### src/rtl/tsn_queue_rd_sched.sv
// Frame-granular read scheduler: selects an eligible egress queue, drains one frame onto a valid/ready stream.
// Strict priority by default; define TSN_QSCHED_RR_EN for round-robin selection.
`timescale 1ns/1ps
module tsn_queue_rd_sched #(
   parameter int NUM_Q = 4,
   parameter int WIDTH = 64,
   parameter int LEN_W = 12,
   parameter int QID_W = 2
) (
   input  logic                   i_clk,
   input  logic                   i_rst_n,
   input  logic [NUM_Q-1:0]       i_gate_open,
   input  logic [NUM_Q-1:0]       i_len_empty,
   input  logic [NUM_Q*LEN_W-1:0] i_len,
   output logic [NUM_Q-1:0]       o_len_rd,
   input  logic [NUM_Q-1:0]       i_data_empty,
   input  logic [NUM_Q*WIDTH-1:0] i_data,
   output logic [NUM_Q-1:0]       o_data_rd,
   output logic                   o_valid,
   input  logic                   i_ready,
   output logic [WIDTH-1:0]       o_data,
   output logic                   o_last,
   output logic [QID_W-1:0]       o_qid,
   output logic                   o_busy,
   output logic                   o_err
);
   typedef enum logic {IDLE, XFER} state_t;
   typedef struct packed {
      logic [WIDTH-1:0] dat;
      logic             last;
      logic [QID_W-1:0] qid;
   } word_t;

   state_t           state_q, state_d;
   logic [QID_W-1:0] sel_q, sel_d;
   logic [LEN_W-1:0] rem_q, rem_d;
   logic             inflight_q, inflight_d;
   logic             tag_last_q, tag_last_d;
   logic [QID_W-1:0] tag_qid_q, tag_qid_d;
   word_t            skid_q [2];
   word_t            skid_d [2];
   logic             hd_q, hd_d;
   logic [1:0]       occ_q, occ_d;
`ifdef TSN_QSCHED_RR_EN
   logic [QID_W-1:0] last_gnt_q, last_gnt_d;
`endif

   logic [NUM_Q-1:0] elig;
   logic [QID_W-1:0] win;
   logic [LEN_W-1:0] win_len;
   logic             rd_en, credit, pop, push, skid_pop;
   word_t            in_word, out_word;

   always_comb begin
      int idx;
      idx  = 0;
      elig = i_gate_open & ~i_len_empty;
      win  = '0;
`ifdef TSN_QSCHED_RR_EN
      // Walk from farthest to nearest so the queue right after last_gnt wins.
      for (int i = NUM_Q - 1; i >= 0; i--) begin
         idx = (int'(last_gnt_q) + 1 + i) % NUM_Q;
         if (elig[idx]) win = QID_W'(idx);
      end
`else
      for (int i = 0; i < NUM_Q; i++) begin
         if (elig[i]) win = QID_W'(i);
      end
`endif
      win_len = i_len[int'(win)*LEN_W +: LEN_W];
   end

   // Words returning from the data FIFOs bypass the skid buffer when it is empty.
   always_comb begin
      in_word.dat  = i_data[int'(tag_qid_q)*WIDTH +: WIDTH];
      in_word.last = tag_last_q;
      in_word.qid  = tag_qid_q;
      out_word     = (occ_q != 2'd0) ? skid_q[hd_q] : in_word;
      o_valid      = (occ_q != 2'd0) | inflight_q;
      o_data       = o_valid ? out_word.dat  : '0;
      o_last       = o_valid ? out_word.last : 1'b0;
      o_qid        = o_valid ? out_word.qid  : '0;
      o_busy       = (state_q == XFER) | o_valid;
      pop          = o_valid & i_ready;
      skid_pop     = pop & (occ_q != 2'd0);
      push         = inflight_q & ~(pop & (occ_q == 2'd0));
      skid_d       = skid_q;
      if (push) skid_d[hd_q ^ occ_q[0]] = in_word;
      occ_d        = occ_q + 2'(push) - 2'(skid_pop);
      hd_d         = hd_q ^ skid_pop;
   end

   always_comb begin
      state_d    = state_q;
      sel_d      = sel_q;
      rem_d      = rem_q;
      o_len_rd   = '0;
      o_data_rd  = '0;
      o_err      = 1'b0;
      rd_en      = 1'b0;
`ifdef TSN_QSCHED_RR_EN
      last_gnt_d = last_gnt_q;
`endif
      credit = ({1'b0, occ_q} + 3'(inflight_q) - 3'(pop)) < 3'd2;
      case (state_q)
         IDLE: begin
            if ((elig != '0) && i_rst_n) begin
               o_len_rd[win] = 1'b1;
               if (win_len == '0) begin
                  o_err = 1'b1;
               end else begin
                  sel_d   = win;
                  rem_d   = win_len;
                  state_d = XFER;
`ifdef TSN_QSCHED_RR_EN
                  last_gnt_d = win;
`endif
               end
            end
         end
         default: begin
            rd_en = (rem_q != '0) && !i_data_empty[sel_q] && credit;
            o_data_rd[sel_q] = rd_en;
            if (rd_en) begin
               rem_d = rem_q - LEN_W'(1);
               if (rem_q == LEN_W'(1)) state_d = IDLE;
            end
         end
      endcase
      inflight_d = rd_en;
      tag_last_d = rd_en ? (rem_q == LEN_W'(1)) : tag_last_q;
      tag_qid_d  = rd_en ? sel_q : tag_qid_q;
   end

   always_ff @(posedge i_clk or negedge i_rst_n) begin
      if (!i_rst_n) begin
         state_q    <= IDLE;
         sel_q      <= '0;
         rem_q      <= '0;
         inflight_q <= 1'b0;
         tag_last_q <= 1'b0;
         tag_qid_q  <= '0;
         skid_q[0]  <= '0;
         skid_q[1]  <= '0;
         hd_q       <= 1'b0;
         occ_q      <= 2'd0;
`ifdef TSN_QSCHED_RR_EN
         last_gnt_q <= QID_W'(NUM_Q - 1);
`endif
      end else begin
         state_q    <= state_d;
         sel_q      <= sel_d;
         rem_q      <= rem_d;
         inflight_q <= inflight_d;
         tag_last_q <= tag_last_d;
         tag_qid_q  <= tag_qid_d;
         skid_q     <= skid_d;
         hd_q       <= hd_d;
         occ_q      <= occ_d;
`ifdef TSN_QSCHED_RR_EN
         last_gnt_q <= last_gnt_d;
`endif
      end
   end
endmodule

### config.mk
export PLATFORM = sky130hd
export DESIGN_NAME = tsn_queue_rd_sched
export DESIGN_NICKNAME = d
export VERILOG_FILES = /design/src/rtl/tsn_queue_rd_sched.sv
export SDC_FILE = /design/constraint.sdc
export NUM_CORES = 1
export LEC_CHECK = 0
export BUFFER_PORTS_ARGS = -buffer_cell sky130_fd_sc_hd__buf_4
export CAP_MARGIN = 20
export CORE_ASPECT_RATIO = 1.4
export CORE_MARGIN = 3
export CORE_UTILIZATION = 35
export DETAILED_ROUTE_END_ITERATION = 10
export PLACE_DENSITY_LB_ADDON = 0.08
export SLEW_MARGIN = 20
export SYNTH_ARGS = -nofsm -noshare
export SYNTH_HDL_FRONTEND = slang
export SYNTH_SLANG_ARGS = --single-unit
### constraint.sdc
create_clock -name i_clk -period 4.05 [get_ports i_clk]
set_input_delay 0.81 -clock i_clk [delete_from_list [all_inputs] [get_ports i_clk]]
set_output_delay 0.81 -clock i_clk [all_outputs]
set_load 0.005 [all_outputs]
# Word level (Yosys, flattened, before mapping)
# Index checks and enable logic that the tools add are counted.
# word_totals
reg_bits	156
input_bits	319
out_inout_bits	78
wordCells	99
# op_classes
addsub	5
multipliers	1
n_lt_le_gt_ge	8
n_eq_ne	3
shifts	2
mux	35
bitwise	16
reduce_logical	15
# ops
operator	count
two-way mux 67 bit	5
variable part select 256 x 9 -> 64 bit	1
bitwise mux 134 bit	1
demux 67 bit (select 1 bit)	1
two-way mux 64 bit	1
two-way mux 12 bit	4
variable part select 48 x 7 -> 12 bit	1
two-way mux 1 bit	14
== test 12 x 1 -> 1 bit, second input constant	1
zero test 12 bit	1
two-way mux 4 bit	3
nonzero test 12 bit	1
subtractor 12 x 1 -> 12 bit, second input constant	1
bitwise AND 4 bit	2
logical AND 1 bit	6
< comparator 2 x 3 -> 1 bit, second input constant	2
two-way mux 2 bit	3
AND reduction 3 bit	2
bitwise AND 1 bit	4
demux 1 bit (select 2 bit)	2
greater-or-equal comparator 2 x 1 -> 1 bit, second input constant	2
greater-or-equal comparator 2 bit, second input constant	2
multiplier 2 x 2 -> 4 bit, second input constant	1
inverter 1 -> 2 bit	2
other kinds (17)	22

# Logic depth before layout (Yosys ltp)
# Gate-level depths: netlist (run 1).
# depth
depth_word	11
depth_mapped	12
depth_no_buf	11

# Worst setup path after synthesis (run 1)
# OpenSTA, ideal clock, no wires.
# synth_path
kind	reg-to-output
startpoint	register inflight_q
endpoint	output o_data_rd[1]
arrival_time_ns	2.636
t_required_ns	3.240
setup_slack_ns	0.604
path_stages_with_launch	12
path_buffers	0
path_cell_list	dfrtp_1 or3_1 and2_1 ha_1 nand2b_1 fa_1 xor2_1 and4bb_2 nand2_4 inv_2 nand2_1 nor2_1
# synth_via
elab_chain_cells	7
word_cells_on_any_way	8
classes_between	add/sub: 2; order compare: 1; mux: 1; bitwise: 3; reduce/logical: 1
# synth_lines
element	line	text
start, declared	37	logic inflight_q, inflight_d;
start signal, assigned	154	inflight_q <= inflight_d;
bitwise OR 1 bit	79	o_valid = (occ_q != 2'd0) | inflight_q;
net o_valid	19	output logic o_valid,
bitwise AND 1 bit	84	pop = o_valid & i_ready;
subtractor 3 x 1 -> 3 bit	104	credit = ({1'b0, occ_q} + 3'(inflight_q) - 3'(pop)) < 3'd2;
< comparator 3 x 2 -> 1 bit	104	
logical AND 1 bit	122	rd_en = (rem_q != '0) && !i_data_empty[sel_q] && credit;
bitwise AND 4 bit (no source line)	--	
two-way mux 4 bit	105	case (state_q)
end, declared	18	output logic [NUM_Q-1:0] o_data_rd,
# The timed path passes the listed nets, and every way through them passes these cells.

# Worst setup path after layout (run 1)
# layout_path
startpoint	register inflight_q
endpoint	output o_data_rd[1]
# layout_via
elab_chain_cells	7
word_cells_on_any_way	8
classes_between	add/sub: 2; order compare: 1; mux: 1; bitwise: 3; reduce/logical: 1
# layout_lines
element	line
branches (longest 2 deep; another with adder 2 x 1 -> 3 bit)	--
subtractor 3 x 1 -> 3 bit *	104
< comparator 3 x 2 -> 1 bit *	104
logical AND 1 bit *	122
bitwise AND 4 bit (no source line) *	--
two-way mux 4 bit *	105
# Every way passes the cells marked *.

==> results of run 1 <==
==> final cells by class <==
type                            instances  area share, %
Multi-Input combinational cell        600           40.3
Sequential cell                       156           28.3
Timing Repair Buffer                  421           23.1
Clock buffer                           20           3.37
Tap cell                              365           3.30
Clock inverter                         12           1.33
Inverter                                8          0.253
==> power groups by stage <==
stage	registers [mW]	clock network, mW	logic [mW]
finish	2.93	1.74	4.95
global route	3.06	1.86	5.42
CTS	2.95	1.79	4.99
detailed placement	2.98	0	4.94
global placement	2.95	0	4.91
floorplan	2.63	0	3.19
==> per-layer routing <==
layer	global-route usage [%]	share of wire (%)	vias up
li1	-	-	3865
met1	22.8	39	4051
met2	37.1	53	300
met3	5.31	7.0	34
met4	5.53	1.8	0
met5	0	0	-
==> placed cells by master, fill, tap and decap left out, drive strengths merged, types with 3 or more instances in the layout <==
cell type	count
nor2	19
clkbuf	20
nand2	96
o21a	3
nor4	8
nor2b	4
and3	3
buf	421
o311ai	3
o211ai	8
clkinv	5
mux2i	78
xnor2	3
ha	6
bufinv	4
nor3	8
a21oi	14
mux2	135
or3b	4
nand3	10
o31ai	5
nand2b	6
o221a	4
inv	9
a211oi	3
or3	3
o21ai	84
mux4	65
dfrtp	156
o221ai	3
==> critical path, cell delays in order (launching register included) <==
cell and delay [ns]:
dfrtp_1 0.39, or3_4 0.39, and2_1 0.18, ha_1 0.28
nand2b_4 0.14, fa_2 0.35, xor2_1 0.14, and4bb_2 0.33
nand2_4 0.10, clkinv_4 0.08, nand2_1 0.07, nor2_1 0.11
buf_4 0.11
==> cell families (layout without fill, tap and decap cells) <==
group / count (synthesis) / count (layout)
flops: 156 / 156
compound gates: 139 / 139
fa+ha+maj: 7 / 7
mux: 278 / 278
buf+inv: 73 / 461
simple gates: 171 / 171
xor+xnor: 5 / 5
==> registers in the layout, indices dropped and copies added (netlist names) <==
name        flops
hd_q            1
inflight_q      1
occ_q           2
rem_q          12
sel_q           2
skid_q        134
state_q         1
tag_last_q      1
tag_qid_q       2
==> worst paths after layout <==
kind | start | end | slack (ns) | depth (start not counted)
setup / recovery | inflight_q$_DFF_PN0_ | o_data_rd[1] | 0.13 | 12
hold / removal | i_rst_n | skid_q[122]$_DFFE_PN0P_ | 0.25 | 1
setup reg to reg | inflight_q$_DFF_PN0_ | rem_q[6]$_DFFE_PN0P_ | 0.61 | 13
hold reg to reg | skid_q[28]$_DFFE_PN0P_ | skid_q[28]$_DFFE_PN0P_ | 0.50 | 1
max in group asynchronous | i_rst_n | tag_qid_q[1]$_DFFE_PN0P_ | 2.62 | 2
min in group i_clk | skid_q[28]$_DFFE_PN0P_ | skid_q[28]$_DFFE_PN0P_ | 0.50 | 1
==> metrics by stage <==
| step | hold slack [ns] | area (µm²) | power, mW | util, % |
|---|---|---|---|---|
| finish | 0.252 | 13800 | 9.63 | 51.1 |
| global route | 0.255 | 13800 | 10.3 | 51.1 |
| CTS | 0.242 | 13800 | 9.74 | 50.9 |
| detailed placement | 0.495 | 13100 | 7.93 | 48.4 |
| global placement | 0.488 | 13100 | 7.87 | 48.4 |
| floorplan | 0.480 | 9740 | 5.82 | - |
==> timing repair <==
action,CTS,global route
buffers inserted,2,5
pin swaps,0,2
hold endpoints to repair,0,0
endpoints found under the setup margin,3,4
gates resized for setup,4,4
==> impl_metrics.ini, run 1 <==
[worst_setup_path]
crit_arrival_ns = 3.11
crit_fanout = 6
crit_path_start_kind = flop
cp-end-kind = output pin
worstPathRequired_ns = 3.24
setup.worst_path.class = flop to output pin

[detailed_routing]
drtPass1Iterations = 4
wire_per_inst_um = 19.2
wirelength_mm = 30.4
ant_nets = 0
vias = 8250
via_per_inst = 5.21
drc_errors = 0
drtIter0Drc = 276

[timing]
period_share_pct = 96.7
setup_violations = 0
fmaxAchievable_ghz = 0.255
finClkSkew_ns = 0.0113
hold_viol = 0
drv_slew = 0
setup_ws_ns = 0.135
fin_crit_ns = 3.92
relSlewSlack_pct = 28.5
tns_ns = 0
rsz0062_at_grt = false
worst_pin_slew_ns = 1.07

[logic_synthesis]
synth_warnings = 0
yosysTopAreaCell = dfrtp_1
avgSynthCellArea_um2 = 11.7
synth-simple-area-share_pct = 8.26
synth_compound_area_share_pct = 8.57
ys_seq_area_share_pct = 40.1
synth.most_common_cell = dfrtp_1
synth-main-ff-cell = dfrtp_1
ys_ff_latch = 156
syn_inst = 829
synth_top_family_by_area = multiplexers
synth_area_leaders = dfrtp_1 40%, mux2_2 16%, mux4_2 15%
synth.area.mux_share_pct = 38.7
yosysTopAreaCellShare_pct = 40.1
synth.net_count = 1155
syn_area_mm2 = 0.00974
synthAdderAreaFrac_pct = 0.976
async_reset_ff_share_pct = 100
synthTopCellsByCount = 156 x dfrtp_1, 135 x mux2_2, 95 x nand2_1, 84 x o21ai_0, 78 x mux2i_1
synth_edf_count = 0
synth_cell_types = 56
synth-xor-area-share_pct = 0.450

[clocking]
cts_tree = done
cts_buffers = 17
cts_sinks = 156
clock_latency_ns = 0.43
clock-root-buffer = clkbuf_16
cts_buffer_depth = 2
clk_pin_slew_worst_paths_ns = 0.07
h-tree-depth = 4
cts_hold_buf = 0

[global_route]
grt_max_degree = 73
grt.total_usage_pct = 20.1
first_global_vias = 8810
antenna_found_initial = 0
grt-ovfl-total = 0
grt_pass1_wl_mm = 47.5

[power]
seqPwrFrac_pct = 30.5
swShare_pct = 35.6
internal_power_mw = 6.20
ir_drop_v = 0.000446
p_sw_mw = 3.43
combPwrFrac_pct = 51.4
power_frac_clock_pct = 18.1
p_leak_nw = 6.23
p_per_area_mw_per_mm2 = 696

[floorplanning]
rows = 71
dieArea_mm2 = 0.0299
die_h_um = 203
initial_core_util_pct = 35.9
ioPinCount = 397
core_mm2 = 0.0271
die_w_um = 147

[cells_and_area]
fillerInstances = 2491
finalNetCount = 1530
fin_cells = 1582
drive_above_1_share_pct = 55.3
regArea_mm2 = 0.00392
diodes = 0
area_growth_pct = 42.1
multi_input_area_mm2 = 0.00558

[min_path]
min_path_type = input port to asynchronous set/reset pin

[placed_design]
placed_cells = 1543
dp_hpwl_mm = 22.3
io_buffer_count = 396
gp_congestion = 0.851
post-place-ws_ns = 0.313

[status]
status = complete, no violations

[run]
drv_cap = 0
No activity file was read; power rests on OpenSTA's default activity.
==> run 2: changes to the inputs <==
Settings changed: CTS_BUF_LIST from default to sky130_fd_sc_hd__clkbuf_4 sky130_fd_sc_hd__clkbuf_8.
==> impl_metrics.ini, run 2 (synthesized netlist as in run 1, its figures left out) <==
[worst_setup_path]
r2r_cells = 12
crit_fanout = 4
timing.rr.start = inflight_q$_DFF_PN0_
reg2reg_slack_ns = 0.81
reg2reg_to = rem_q[7]$_DFFE_PN0P_
cp-end-kind = output pin
worstPathRequired_ns = 3.24
crit_path_start_kind = flop
crit_arrival_ns = 3.06
setup.worst_path.class = flop to output pin

[detailed_routing]
drtIter0Drc = 325
via_per_inst = 5.25
wirelength_mm = 30.4
wire_per_inst_um = 19.2
drc_errors = 0
drtPass1Iterations = 4
ant_nets = 0
vias = 8293

[cells_and_area]
drive_above_1_share_pct = 55.3
fillerInstances = 2527
finalNetCount = 1529
diodes = 0
largest_registers = skid_q x134, rem_q x12
regMostFlops = skid_q
largest_reg_flops = 134
final_common_cell = buf_4
area_growth_pct = 40.1
mostFrequentLayoutCells = 416 x buf_4, 151 x dfrtp_1, 135 x mux2_2, 95 x nand2_1, 84 x o21ai_0
final_cell_area_mm2 = 0.0136

[power]
ir_drop_v = 0.000451
p_per_area_mw_per_mm2 = 675
p_leak_nw = 6.14

[clocking]
clock_latency_ns = 0.46
cts_hold_buf = 0
cts_sinks = 156
cts_buffer_depth = 2
h-tree-depth = 4
clock-root-buffer = clkbuf_8
cts_tree = done
clk_pin_slew_worst_paths_ns = 0.09
cts_buffers = 17

[global_route]
grt_pass1_wl_mm = 47.6
first_global_vias = 8806
antenna_found_initial = 0
grt.total_usage_pct = 20.1
grt-ovfl-total = 0
grt_max_degree = 73

[timing]
period_share_pct = 95.7
drv_slew = 0
setup_violations = 0
worst_pin_slew_ns = 1.08
hold_viol = 0
tns_ns = 0
fmaxAchievable_ghz = 0.258
fin_crit_ns = 3.87
rsz0062_at_grt = false
finClkSkew_ns = 0.0148
relSlewSlack_pct = 28.0

[floorplanning]
initial_core_util_pct = 35.9
die_h_um = 203
rows = 71
core_mm2 = 0.0271
ioPinCount = 397
die_w_um = 147
dieArea_mm2 = 0.0299

[status]
status = complete, no violations

[placed_design]
gp_congestion = 0.851
io_buffer_count = 396
place_area_mm2 = 0.0131
dp_hpwl_mm = 22.3

[run]
drv_cap = 0

[min_path]
min_path_type = input port to asynchronous set/reset pin
## run 2: how the worst max path moves through the flow
stage                               from  cells past startpoint            to
global placement                 i_ready                     12  o_data_rd[1]
CTS                 inflight_q$_DFF_PN0_                     12  o_data_rd[1]
floorplan           inflight_q$_DFF_PN0_                     11  o_data_rd[1]
detailed placement               i_ready                     12  o_data_rd[1]
global route        inflight_q$_DFF_PN0_                     12  o_data_rd[1]
finish              inflight_q$_DFF_PN0_                     12  o_data_rd[1]
## run 2: final cells by class
type	count	area, µm²	area share, %
repair buffers	420	3190	23.4
well taps	365	457	3.35
multi-input cells	600	5580	40.9
flip-flops and latches	156	3920	28.7
inverters	8	35.0	0.257
clock buffers	20	275	2.02
clock inverters	12	184	1.35
## run 2: report_power, final
group          total, mW  switching, mW  internal (mW)
logic               4.95           2.16           2.79
clock network       1.33          0.605          0.727
registers           2.92          0.611           2.31
## run 2: critical path, cell delays in order (launching register included)
cell and delay (ns):
dfrtp_1 0.39, or3_4 0.39, and2_4 0.17, ha_1 0.27, nand2b_4 0.14, fa_2 0.33
xor2_1 0.14, and4bb_2 0.33, nand2_4 0.09, clkinv_4 0.08, nand2_1 0.06, nor2_1 0.11
buf_4 0.11
## run 2: timing repair
action / CTS / global route
buffers inserted: 5 / 1
endpoints found under the setup margin: 4 / 4
pin swaps: 1 / 3
gates resized for setup: 6 / 3
## run 2: through the flow
step / hold slack (ns) / power [mW] / setup WS [ns] / utilization [%] / cells
6_report: 0.212 / 9.21 / 0.176 / 50.4 / 1581
5_1_grt: 0.189 / 9.92 / 0.0120 / 50.4 / 1581
4_1_cts: 0.182 / 9.35 / 0.00764 / 50.3 / 1580
3_5_place_dp: 0.495 / 7.93 / 0.313 / 48.4 / 1543
3_3_place_gp: 0.488 / 7.87 / 0.314 / 48.4 / 1543
2_1_floorplan: 0.480 / 5.82 / 0.604 / - / 829
## run 2: routing by layer
layer,vias up,share of wire (%),track usage (%)
met3,39,7.0,5.33
met5,-,0,0
met4,0,1.9,5.43
met1,4085,39,22.9
li1,3865,-,-
met2,304,53,37.1
